`config.mk`:
```
export PLATFORM = sky130hd
export DESIGN_NAME = pll_lock_supervisor
export DESIGN_NICKNAME = d
export VERILOG_FILES = /design/src/rtl/pll_supervisor_pkg.sv /design/src/rtl/sync_2ff.sv /design/src/rtl/pll_lock_supervisor.sv
export SDC_FILE = /design/constraint.sdc
export NUM_CORES = 1
export LEC_CHECK = 0
export ABC_AREA = 1
export BUFFER_PORTS_ARGS = -buffer_cell sky130_fd_sc_hd__buf_2
export CAP_MARGIN = 10
export CELL_PAD_IN_SITES_DETAIL_PLACEMENT = 0
export CELL_PAD_IN_SITES_GLOBAL_PLACEMENT = 1
export CORE_MARGIN = 2
export CORE_UTILIZATION = 47
export DETAILED_ROUTE_END_ITERATION = 10
export PLACE_DENSITY_LB_ADDON = 0.1
export SYNTH_ARGS = -nofsm -noshare
export SYNTH_HDL_FRONTEND = slang
export SYNTH_SLANG_ARGS = --single-unit
```
`constraint.sdc`:
```
create_clock -name clk -period 3.6 [get_ports clk]
set_clock_uncertainty 0.1 [all_clocks]
set_input_delay 0.72 -clock clk [delete_from_list [all_inputs] [get_ports clk]]
set_output_delay 0.72 -clock clk [all_outputs]
set_load 0.02 [all_outputs]
```
`src/rtl/pll_supervisor_pkg.sv`:
```
// Shared types and defaults for the PLL lock supervisor.
// Holds the state enum, the default timing constants and the counter width helper.
package pll_supervisor_pkg;

  typedef enum logic [2:0] {
    RESET_PLL = 3'd0,
    WAIT_LOCK = 3'd1,
    STABILIZE = 3'd2,
    RUN       = 3'd3,
    FAULT     = 3'd4
  } sup_state_e;

  localparam int DEF_RESET_CYCLES = 64;
  localparam int DEF_LOCK_TIMEOUT = 100000;
  localparam int DEF_LOCK_STABLE  = 1024;
  localparam int DEF_MAX_RETRIES  = 7;

  // The counter only ever holds 0..limit-1, so clog2 of the largest limit suffices.
  function automatic int cnt_width(input int a, input int b, input int c);
    int m;
    m = a;
    if (b > m) m = b;
    if (c > m) m = c;
    return (m < 2) ? 1 : $clog2(m);
  endfunction

endpackage

```
`src/rtl/sync_2ff.sv`:
```
// Two-flop synchroniser for a single asynchronous level into the clk domain.
module sync_2ff (
  input  logic clk,
  input  logic reset,
  input  logic d,
  output logic q
);

  logic meta;

  always_ff @(posedge clk or posedge reset) begin
    if (reset) begin
      meta <= 1'b0;
      q    <= 1'b0;
    end else begin
      meta <= d;
      q    <= meta;
    end
  end

endmodule

```
`src/rtl/pll_lock_supervisor.sv`:
```
// Power-up and recovery sequencer for a PLL: reset pulse, lock wait, stability check, release.
// Optional macro PLL_SUPERVISOR_PWD_EN powers the PLL down while latched in FAULT.
module pll_lock_supervisor
  import pll_supervisor_pkg::*;
#(
  parameter int RESET_CYCLES = DEF_RESET_CYCLES,
  parameter int LOCK_TIMEOUT = DEF_LOCK_TIMEOUT,
  parameter int LOCK_STABLE  = DEF_LOCK_STABLE,
  parameter int MAX_RETRIES  = DEF_MAX_RETRIES
) (
  input  logic       clk,
  input  logic       reset,
  input  logic       pll_lock,
  input  logic       soft_reset_req,
  output logic       pll_reset,
  output logic       pll_pwd,
  output logic       sys_reset,
  output logic       locked,
  output logic       fault,
  output logic [3:0] retry_count,
  output logic [7:0] loss_count
);

  localparam int CW = cnt_width(RESET_CYCLES, LOCK_TIMEOUT, LOCK_STABLE);
  localparam logic [CW-1:0] RESET_LAST   = CW'(RESET_CYCLES - 1);
  localparam logic [CW-1:0] TIMEOUT_LAST = CW'(LOCK_TIMEOUT - 1);
  localparam logic [CW-1:0] STABLE_LAST  = CW'(LOCK_STABLE - 1);
  localparam logic [CW-1:0] CNT_ONE      = CW'(1);
  localparam logic [3:0]    RETRY_MAX    = 4'(MAX_RETRIES);

  sup_state_e    state_q, state_d;
  logic [CW-1:0] cnt_q, cnt_d;
  logic [3:0]    retry_d;
  logic [7:0]    loss_d;
  logic          lock_s;
  logic          pll_reset_d, sys_reset_d, locked_d, fault_d;

  sync_2ff u_lock_sync (
    .clk   (clk),
    .reset (reset),
    .d     (pll_lock),
    .q     (lock_s)
  );

  always_comb begin
    state_d = state_q;
    cnt_d   = cnt_q;
    retry_d = retry_count;
    loss_d  = loss_count;
    case (state_q)
      RESET_PLL: begin
        if (cnt_q == RESET_LAST) begin
          state_d = WAIT_LOCK;
          cnt_d   = '0;
        end else begin
          cnt_d = cnt_q + CNT_ONE;
        end
      end
      WAIT_LOCK: begin
        // Lock is checked before the timeout so a lock arriving on the last cycle still counts.
        if (lock_s) begin
          state_d = STABILIZE;
          cnt_d   = '0;
        end else if (cnt_q == TIMEOUT_LAST) begin
          retry_d = retry_count + 4'd1;
          cnt_d   = '0;
          state_d = (retry_d == RETRY_MAX) ? FAULT : RESET_PLL;
        end else begin
          cnt_d = cnt_q + CNT_ONE;
        end
      end
      STABILIZE: begin
        if (!lock_s) begin
          state_d = WAIT_LOCK;
          cnt_d   = '0;
        end else if (cnt_q == STABLE_LAST) begin
          state_d = RUN;
          cnt_d   = '0;
          retry_d = 4'd0;
        end else begin
          cnt_d = cnt_q + CNT_ONE;
        end
      end
      RUN: begin
        if (!lock_s) begin
          state_d = RESET_PLL;
          cnt_d   = '0;
          loss_d  = (loss_count == 8'hFF) ? loss_count : loss_count + 8'd1;
        end
      end
      FAULT: begin
        cnt_d = '0;
      end
      default: begin
        state_d = RESET_PLL;
        cnt_d   = '0;
      end
    endcase
    if (soft_reset_req) begin
      state_d = RESET_PLL;
      cnt_d   = '0;
      retry_d = 4'd0;
      loss_d  = loss_count;
    end
    pll_reset_d = (state_d == RESET_PLL) || (state_d == FAULT);
    sys_reset_d = (state_d != RUN);
    locked_d    = (state_d == RUN);
    fault_d     = (state_d == FAULT);
  end

  // Outputs are registered from the next-state decode so they move with the state register.
  always_ff @(posedge clk or posedge reset) begin
    if (reset) begin
      state_q     <= RESET_PLL;
      cnt_q       <= '0;
      retry_count <= 4'd0;
      loss_count  <= 8'd0;
      pll_reset   <= 1'b1;
      sys_reset   <= 1'b1;
      locked      <= 1'b0;
      fault       <= 1'b0;
    end else begin
      state_q     <= state_d;
      cnt_q       <= cnt_d;
      retry_count <= retry_d;
      loss_count  <= loss_d;
      pll_reset   <= pll_reset_d;
      sys_reset   <= sys_reset_d;
      locked      <= locked_d;
      fault       <= fault_d;
    end
  end

`ifdef PLL_SUPERVISOR_PWD_EN
  always_ff @(posedge clk or posedge reset) begin
    if (reset) pll_pwd <= 1'b0;
    else       pll_pwd <= (state_d == FAULT);
  end
`else
  assign pll_pwd = 1'b0;
`endif

endmodule

```
# Word level (Yosys, flattened, before mapping)
# Index checks and enable logic that the tools add are counted.
# word_totals
regBits,38
in_bits,4
out_inout_bits,17
elab_cells,62
# classes
add_sub_neg,3
n_eq_ne,17
n_mux,23
bitwise,3
n_reduce_logical,6
# ops
cell,count
$mux 17,7
$pmux 17 s4,1
$mux 3,8
$mux 4,5
$add 17x1->17 const B,1
$eq 17x10->1 const B,1
$eq 17x17->1 const B,1
$eq 17x6->1 const B,1
$pmux 3 s5,1
$ne 3x3->1 const B,4
$eq 3x2->1 const B,3
$add 8x1->8 const B,1
$eq 8x8->1 const B,1
$pmux 4 s2,1
$eq 3x3->1 const B,2
$logic_not 3->1,2
$ne 3x2->1 const B,2
$reduce_and 5->1,1
$add 4x1->4 const B,1
$eq 4x3->1 const B,1
$reduce_and 4->1,1
$eq 3x1->1 const B,1
$not 1->1,3
$reduce_bool 3->1,1
$logic_or 1x1->1,1

# Depth between registers and ports, before layout
# Gate-level depths: netlist of run 1.
# depth
word_depth,9
depth_mapped,11
ltp_nobuf,11

# By module
# A second synthesis of run 1 with hierarchy kept.
# unflattened
hier_cells,280
hier_area_um2,2245.9
# by_module_without_submodules
module,n_inst,cells_per_inst,area_per_inst_um2
pll_lock_supervisor,1,277,2192.1
sync_2ff,1,3,53.8

# Worst setup path after synthesis of run 1
# Ideal clock, no wire load.
# synth_path
kind,in2reg
start,input port soft_reset_req
end,register loss_count[4]
setup_time_ns,0.131
arrival_ns,1.570
required_time_ns,3.369
path_slack_ns,1.798
cell_stages,6
path_buffers,1
cell_sequence,clkbuf_1 nor3_1 nand2_1 inv_1 nand4_1 xnor2_1
# synth_via
elab_chain_len,2
# synth_lines
element,line_no,rtl
start: declaration,pll_lock_supervisor.sv:14,"input logic soft_reset_req,"
$not 1->1 (no line),n/a,
$reduce_and 4->1 (no line),n/a,
end signal: assignment,pll_lock_supervisor.sv:126,loss_count <= loss_d;
end: declaration,pll_lock_supervisor.sv:21,output logic [7:0] loss_count
# No other way between the ends.
# A chain may end at the register's enable or synchronous reset.

# Worst setup path after layout of run 1
# layout_path
start,register cnt_q[0]
end,register cnt_q[3]
# layout_via
elab_chain_len,5
word_cells_on_any_way,11
cone_classes,add/sub (1); eq/ne (3); mux (7)
# layout_lines
element,line_no,rtl
start: declaration,pll_lock_supervisor.sv:32,"logic [CW-1:0] cnt_q, cnt_d;"
start signal: assignment,pll_lock_supervisor.sv:124,cnt_q <= cnt_d;
$add 17x1->17 (tied with other cells),"pll_lock_supervisor.sv:56, pll_lock_supervisor.sv:69, pll_lock_supervisor.sv:81",
$mux 17 (on tied branches),"pll_lock_supervisor.sv:76, pll_lock_supervisor.sv:64",
$mux 17 (on tied branches),"pll_lock_supervisor.sv:73, pll_lock_supervisor.sv:61",
$pmux 17 s4 *,pll_lock_supervisor.sv:50,case (state_q)
$mux 17 *,pll_lock_supervisor.sv:99,if (soft_reset_req) begin
# Mark *: on every way between the ends. The rest lies on a longest branch, timed or not.

==> flow_summary.ini, run 1 <==
[yosys]
ys_ff_latch = 38
syn-num-nets = 288
yosys_warnings = 0
seq_area_frac_synth_pct = 42.4
synth_top_area_cell = dfrtp_1
ys_types = 32
netlist_instances = 280
syn_area_um2 = 2250
synth.avg_cell_area_um2 = 8.03
synthTopCellsByArea = dfrtp_1 40%, nand2_1 12%, inv_1 5.3%
netlist.area_leader.share_pct = 40.0

[cts]
htree_num_levels = 2
cts_buffers = 5
cts-root-buf = clkbuf_8
post_cts_resize_count = 0
cts_tree = done
cts_sinks = 38
ctsHoldBuffers = 0
clk_path_buf_depth = 2
post_cts_buffers = 0
clock_latency_ns = 0.29
clk_pin_slew_ns = 0.08

[timing]
fin_crit_ns = 1.85
slew_headroom_pct = 53.2
fmax_mhz = 540
min_period_over_period_pct = 51.4
finalSetupTns_ns = 0
rsz0062_at_grt = false
final-setup-viol-count = 0
tightest_slew_ns = 0.701
finalHoldViolCount = 0
slew_violations = 0

[floorplanning]
fp.dieW_um = 73.2
fp.dieH_um = 73.2
ios = 21
dieArea_um2 = 5360
fp-row-count = 25
initial_core_util_pct = 48.3
fp.coreArea_um2 = 4660

[detailed_routing]
finalWirelength_um = 4470
vias_per_cell = 5.01
vias = 1794
drtPass1Iterations = 4
ant_nets = 0
drcViolationCount = 0
drtIter0Drc = 102
wl_per_cell_um = 12.5

[power]
vdd_drop_max_uv = 227
total_power_w = 0.000928
power_leakage_nw = 1.27
powerDensity_nw_per_um2 = 368

[setup_path]
worst-path-max-fanout = 13
worstSetupEndpointType = register
worstPathArrival_ns = 1.93
start_kind = register
critical_path_class = register to register
required_ns = 3.68

[grt]
grt_pass1_wl_um = 7890
busiest_layer = met2
grt_use_met2_pct = 28.8
antenna_found_initial = 0
grt_pass1_vias = 1700
grt_max_degree = 39
gr-total-overflow = 0
gr-usage-met1_pct = 27.6
gr-usage-met3_pct = 3.73
track_usage_pct = 19.1

[finish]
mostFrequentLayoutCells = 70 x nand2_1, 36 x dfrtp_1, 32 x inv_1, 25 x nor2_1, 21 x nand3_1
layout_commonest_cell = nand2_1
diodes = 0
final_layout_size_suffix_gt1_share_pct = 21.4
syn_to_final_growth_pct = 12.2
n_fill_cell = 468
final_nets = 311

[worst_hold_path]
hp-class = register to register

[placed_design]
hpwl_um = 3340
routabilityCongestion = 0.827
io_buffer_count = 19

[flow_run]
max_cap_violations = 0

[run_status]
status = finished clean
-- path summary, 6_finish.rpt --
| path | from | end | slack (ns) | depth (start not counted) |
|---|---|---|---|---|
| hold / removal | u_lock_sync.meta | u_lock_sync.q | 0.25 | 0 |
| hold reg to reg | u_lock_sync.meta | u_lock_sync.q | 0.25 | 0 |
| min in group asynchronous | reset | cnt_q[14] | 0.43 | 3 |
| setup / recovery | cnt_q[0] | cnt_q[3] | 1.75 | 10 |
| max in group asynchronous | reset | sys_reset | 2.61 | 3 |
| setup reg to reg | cnt_q[0] | cnt_q[3] | 1.75 | 10 |
-- critical path, stage by stage (launching register included) --
cell and delay (ns):
dfrtp_1 0.40, ha_1 0.24, nand2_1 0.07, inv_1 0.05
nand2_1 0.10, nor2_2 0.14, nand2_1 0.10, nand3_2 0.10
nand3_4 0.11, nand2_4 0.20, o21ai_0 0.10
-- power breakdown --
part	total (W)	switching, W	internal (W)
combinational	0.0000350	0.0000255	0.00000948
clock	0.000455	0.000159	0.000296
sequential	0.000438	0.00000627	0.000432
total	0.000928	0.000191	0.000737
-- sequential cells by signal (all words and copies together) (netlist names) --
| signal | count |
|---|---|
| locked | 1 |
| u_lock_sync.meta | 1 |
| cnt_q | 17 |
| pll_reset | 1 |
| fault | 1 |
| loss_count | 8 |
| state_q | 3 |
| u_lock_sync.q | 1 |
| retry_count | 4 |
| sys_reset | 1 |
-- metrics by stage --
step           utilization (%)  hold slack (ns)  std cells  setup slack (ns)  instance area [um2]
5_1_grt                   54.1            0.273        358              1.53                 2520
3_5_place_dp              51.1            0.236        350              1.65                 2380
3_3_place_gp              51.1            0.237        350              1.68                 2380
2_1_floorplan                -            0.231        280              1.80                 2250
4_1_cts                   54.1            0.254        358              1.71                 2520
6_report                  54.1            0.252        358              1.75                 2520
-- logic make-up (layout without fill, tap and decap cells) --
family          count (synthesis)  count (layout)  synth area share (%)
other cells                     1               1                 0.167
buf+inv                        42              66                  8.12
compound gates                 25              25                  7.56
simple gates                  150             150                  31.8
xor+xnor                       20              20                  7.79
flops                          38              38                  42.4
fa+ha+maj                       4               4                  2.22
-- metal layers --
layer | wire (um) | vias up
met1 | 2300 | 827
met4 | 55 | 0
met5 | 0 | -
met3 | 121 | 5
met2 | 1990 | 30
li1 | - | 932
-- cells in the mapped netlist (all sizes together) --
master / number
o21ai: 18
dfstp: 2
nand3: 27
o31ai: 1
xor2: 11
nor3: 5
a21oi: 4
nor2: 32
dfrtp: 36
o21bai: 1
o211ai: 1
nand3b: 1
nand4: 9
ha: 4
xnor2: 9
nand2: 76
clkinv: 3
buf: 3
inv: 35
clkbuf: 1
conb: 1
-- cell type report --
type	instances	area (um2)	area share, %
Clock inverter	2	60.1	2.38
Timing Repair Buffer	20	103	4.07
Inverter	38	144	5.70
Clock buffer	6	82.6	3.27
Multi-Input combinational cell	200	1110	44.1
Tap cell	54	67.6	2.68
Sequential cell	38	953	37.8
Power figures use the tool's default switching activity.
==> run 2: changes to the inputs <==
- ABC_AREA: 1 -> 0
- CORE_UTILIZATION: 47 -> 45
- clock period: 3.6 -> 1.9 ns (I/O delays scaled with it)
==> flow_summary.ini, run 2 <==
[run_status]
status = finished with violations
violations = negative setup slack

[worst_hold_path]
hp-class = input port to register

[setup_path]
start_kind = register
crit_path_cell_trace = or4b_4, nor4_4, and3b_4, nor2_4, buf_4, o211ai_1
required_ns = 1.97
crit_slowest_cell = or4b_4
worst-path-max-fanout = 8
critical_path_class = register to register
worstPathArrival_ns = 2.21
worstSetupEndpointType = register
max_stage_delay_ns = 0.56

[detailed_routing]
vias = 1979
ant_nets = 0
drtPass1Iterations = 4
drtIter0Drc = 157
finalWirelength_um = 5200
drcViolationCount = 0
vias_per_cell = 5.50
wl_per_cell_um = 14.4

[yosys]
ys_ff_latch = 38
synth_edf_count = 0
synth_top_area_cell = dfrtp_1
synth_common_cells = 36 x dfrtp_1, 34 x nand2_1, 17 x nor2_1, 17 x o21ai_1, 14 x nand3_1
yosysMostFrequentCell = dfrtp_1
syn-num-nets = 244
ys_types = 53
yosys_warnings = 0
netlist_instances = 236
syn_area_um2 = 2180
synthArstFlopShare_pct = 100
seq_area_frac_synth_pct = 43.7
synth_ff_type = dfrtp_1
synthTopCellsByArea = dfrtp_1 41%, nand2_1 5.8%, o21ai_1 3.9%
netlist.area_leader.share_pct = 41.3
synth.avg_cell_area_um2 = 9.25

[timing]
fmax_mhz = 468
rsz0062_at_grt = true
finalHoldViolCount = 0
worst_slack_ns = -0.236
min_period_over_period_pct = 112
fin_crit_ns = 2.14
finalSetupTns_ns = -4.61
final-setup-viol-count = 26
hold-worst-slack_ns = 0.0849
slew_violations = 0

[placed_design]
place_inst = 345
place_ws_ns = -0.229
hpwl_um = 3640
io_buffer_count = 19
routabilityCongestion = 0.917

[finish]
syn_to_final_growth_pct = 36.2
final_layout_size_suffix_gt1_share_pct = 37.6
area.sequential_um2 = 953
mostFrequentLayoutCells = 50 x buf_4, 36 x dfrtp_1, 34 x nand2_1, 19 x buf_2, 17 x nor2_1
reg.largest.list = cnt_q (17), loss_count (8), retry_count (4)
diodes = 0
multi_input_area_um2 = 1260
final_nets = 313
stdcell_count = 360
largest_reg_flops = 17
top_register = cnt_q
n_fill_cell = 410
layout_commonest_cell = buf_4

[power]
powerDensity_nw_per_um2 = 600
power_leakage_nw = 1.36
total_power_w = 0.00178
vdd_drop_max_uv = 432

[grt]
antenna_found_initial = 0
grt_pass1_wl_um = 8790
gr-total-overflow = 0
grt_max_degree = 39
grt_pass1_vias = 1857
track_usage_pct = 21.2

[floorplanning]
ios = 21
fp-row-count = 25
fp.coreArea_um2 = 4690
fp.dieW_um = 73.7
dieArea_um2 = 5430
initial_core_util_pct = 46.5
fp.dieH_um = 73.7

[cts]
clk_pin_slew_ns = 0.08
cts-root-buf = clkbuf_8
cts_buffers = 5
clock_latency_ns = 0.30
cts_tree = done
cts_sinks = 38
clk_path_buf_depth = 2
htree_num_levels = 2
ctsHoldBuffers = 0

[flow_run]
max_cap_violations = 0
==> run 2: changes by cell type after synthesis, sizes merged, moves of 4 or more <==
cell    delta
clkbuf     +5
inv       -28
nand2     -42
nand3     -13
nor2      -13
nor4       +4
o211ai     +8
xor2       -4
==> run 2: what timing repair did <==
item,4_1_cts,5_1_grt
cloned,0,0
setup endpoints to repair,26,26
gates resized for setup,16,10
pin swaps,11,5
setup buffers,3,4
==> run 2: logic make-up (layout without fill, tap and decap cells) <==
| kind of cell | count (synthesis) | after routing | share of synthesized area (%) |
|---|---|---|---|
| and+or+nand+nor | 116 | 116 | 29.6 |
| DFF | 38 | 38 | 43.7 |
| adders and majority gates | 4 | 4 | 2.29 |
| buffers and inverters | 19 | 89 | 4.58 |
| xor gates and xnor gates | 14 | 14 | 5.62 |
| other | 1 | 1 | 0.172 |
| muxes | 3 | 3 | 1.55 |
| AOI/OAI and AO/OA | 41 | 41 | 12.6 |
==> run 2: final timing paths <==
path                            cells after the start              from          endpoint  slack [ns]
worst max-delay path                                6         cnt_q[16]         cnt_q[15]       -0.24
worst min-delay path                                1          pll_lock  u_lock_sync.meta        0.08
worst max register to register                      6         cnt_q[16]         cnt_q[15]       -0.24
worst min register to register                      0  u_lock_sync.meta     u_lock_sync.q        0.27
max in group asynchronous                           3             reset         sys_reset        1.24
min in group asynchronous                           3             reset          cnt_q[2]        0.10
==> run 2: cell type report <==
class | instances | area share [%]
multi-input combinational | 179 | 42.4
clock buffer | 5 | 2.31
timing repair buffer | 74 | 17.7
tap | 54 | 2.27
inverter | 7 | 0.883
sequential | 38 | 32.1
clock inverter | 3 | 2.31
==> run 2: metal layers <==
metal  wire length [um]  share of wire [%]  track usage (%)
met3                175                3.4             4.53
met2               2400                 46             33.1
met5                  0                  0                0
met4                 78                1.5             6.67
met1               2550                 49             29.4
==> run 2: power by group <==
part           leakage, nW  internal [W]  switching (W)
logic                0.773     0.0000461      0.0000647
clock network       0.0683      0.000526       0.000321
registers            0.516      0.000819     0.00000739
==> run 2: worst max-delay path: cells and delay by family (launching register included) <==
family	cells	cell delay, ns
AOI/OAI and AO/OA	1	0.11
buffers and inverters	1	0.16
DFF	1	0.42
and+or+nand+nor	4	1.23
==> run 2: through the flow <==
stage	cell area (um2)	utilization, %
2_1_floorplan	2220	-
3_5_place_dp	2660	56.6
5_1_grt	2970	63.4
3_3_place_gp	2660	56.6
4_1_cts	2900	61.9
6_report	2970	63.4
==> run 3: changes to the inputs <==
- CORE_MARGIN: 2 -> default
- CORE_UTILIZATION: 45 -> 47
- CTS_BUF_LIST: default -> sky130_fd_sc_hd__clkbuf_4 sky130_fd_sc_hd__clkbuf_8
==> flow_summary.ini, run 3 (synthesized netlist as in run 2, its figures left out) <==
[cts]
clk_path_buf_depth = 2
cts_sinks = 38
cts_tree = done
clock_latency_ns = 0.30
ctsHoldBuffers = 0
cts-root-buf = clkbuf_8
htree_num_levels = 2
clk_pin_slew_ns = 0.09
cts_buffers = 5

[detailed_routing]
wl_per_cell_um = 14.2
top_layer = met4
finalWirelength_um = 5030
dr_wl_met2_um = 2310
route.met3.wl_um = 213
wl_met1_um = 2440
drtIter0Drc = 86
drtPass1Iterations = 4
ant_nets = 0
vias = 1989
drcViolationCount = 0
vias_per_cell = 5.60

[floorplanning]
fp.coreArea_um2 = 4410
fp-row-count = 24
fp.dieH_um = 70.2
ios = 21
dieArea_um2 = 4920
fp.dieW_um = 70.2
initial_core_util_pct = 49.5

[grt]
grt_max_degree = 39
grt_pass1_vias = 1871
grt_pass1_wl_um = 8570
gr-total-overflow = 0
antenna_found_initial = 0
track_usage_pct = 22.2

[setup_path]
r2r-start = cnt_q[10]
start_kind = register
worst-path-max-fanout = 7
worstPathArrival_ns = 2.23
required_ns = 1.98
cp-startpoint = cnt_q[10]
critical_path_class = register to register
worstSetupEndpointType = register

[finish]
utilization_pct = 65.0
mostFrequentLayoutCells = 50 x buf_4, 36 x dfrtp_1, 34 x nand2_1, 19 x buf_2, 17 x nor2_1
final_layout_size_suffix_gt1_share_pct = 34.3
largest_reg_flops = 17
diodes = 0
stdcell_count = 355
area.sequential_um2 = 953
reg.largest.list = cnt_q (17), loss_count (8), retry_count (4)
final_nets = 310
n_fill_cell = 380
top_register = cnt_q
multi_input_area_um2 = 1190
syn_to_final_growth_pct = 31.5
layout_commonest_cell = buf_4

[timing]
fmax_mhz = 465
min_period_over_period_pct = 113
final-setup-viol-count = 26
fin_crit_ns = 2.15
hold-worst-slack_ns = 0.0816
finalHoldViolCount = 0
rsz0062_at_grt = true
slew_violations = 0
worst_slack_ns = -0.253

[power]
vdd_drop_max_uv = 360
powerDensity_nw_per_um2 = 620
power_leakage_nw = 1.34

[placed_design]
routabilityCongestion = 0.808
place_inst = 342
hpwl_um = 3650
place_ws_ns = -0.217
io_buffer_count = 19

[worst_hold_path]
hp-class = input port to asynchronous set/reset pin

[run_status]
status = finished with violations
violations = negative setup slack

[flow_run]
max_cap_violations = 0
-- run 3: per-layer routing --
layer	up-vias	global-route usage (%)
met5	-	0
met4	0	8.00
met3	8	5.63
met2	51	33.8
met1	945	30.5
li1	985	-
-- run 3: layout make-up --
class,instances,area share (%)
Sequential cell,38,33.2
Timing Repair Buffer,71,17.5
Inverter,7,0.915
Tap cell,52,2.27
Multi-Input combinational cell,179,41.3
Clock inverter,3,2.40
Clock buffer,5,2.40
-- run 3: path summary, 6_finish.rpt --
path | endpoint | slack (ns) | depth (start not counted)
max | cnt_q[11] | -0.25 | 6
min | cnt_q[9] | 0.08 | 3
min in group clk | u_lock_sync.meta | 0.09 | 1
min reg2reg | u_lock_sync.q | 0.25 | 0
max reg2reg | cnt_q[11] | -0.25 | 6
max in group asynchronous | sys_reset | 1.26 | 3
-- run 3: metrics by stage --
stage	total power [W]	setup TNS (ns)	cell area (um2)
6_report	0.00178	-4.42	2870
5_1_grt	0.00184	-6.63	2870
4_1_cts	0.00179	-4.49	2810
3_5_place_dp	0.000950	-4.17	2660
3_3_place_gp	0.000949	-3.57	2660
2_1_floorplan	0.000903	-2.25	2220
-- run 3: worst max-delay path, stage by stage, from the launching register on --
cell      delay, ns
dfrtp_1        0.42
or4b_1         0.57
nor4_2         0.31
o22ai_2        0.16
buf_4          0.19
o221ai_1       0.18
nand3_1        0.10
-- run 3: what timing repair did --
item | in CTS | in global routing
setup endpoints to repair | 26 | 29
pin swaps | 2 | 7
endpoints found under the hold margin | 0 | 0
buffers inserted | 1 | 4
resized for setup | 0 | 10
-- run 3: report_power, final --
group / internal (W) / switching, W
logic: 0.0000464 / 0.0000631
clock network: 0.000526 / 0.000317
registers: 0.000819 / 0.00000781
total: 0.00139 / 0.000388
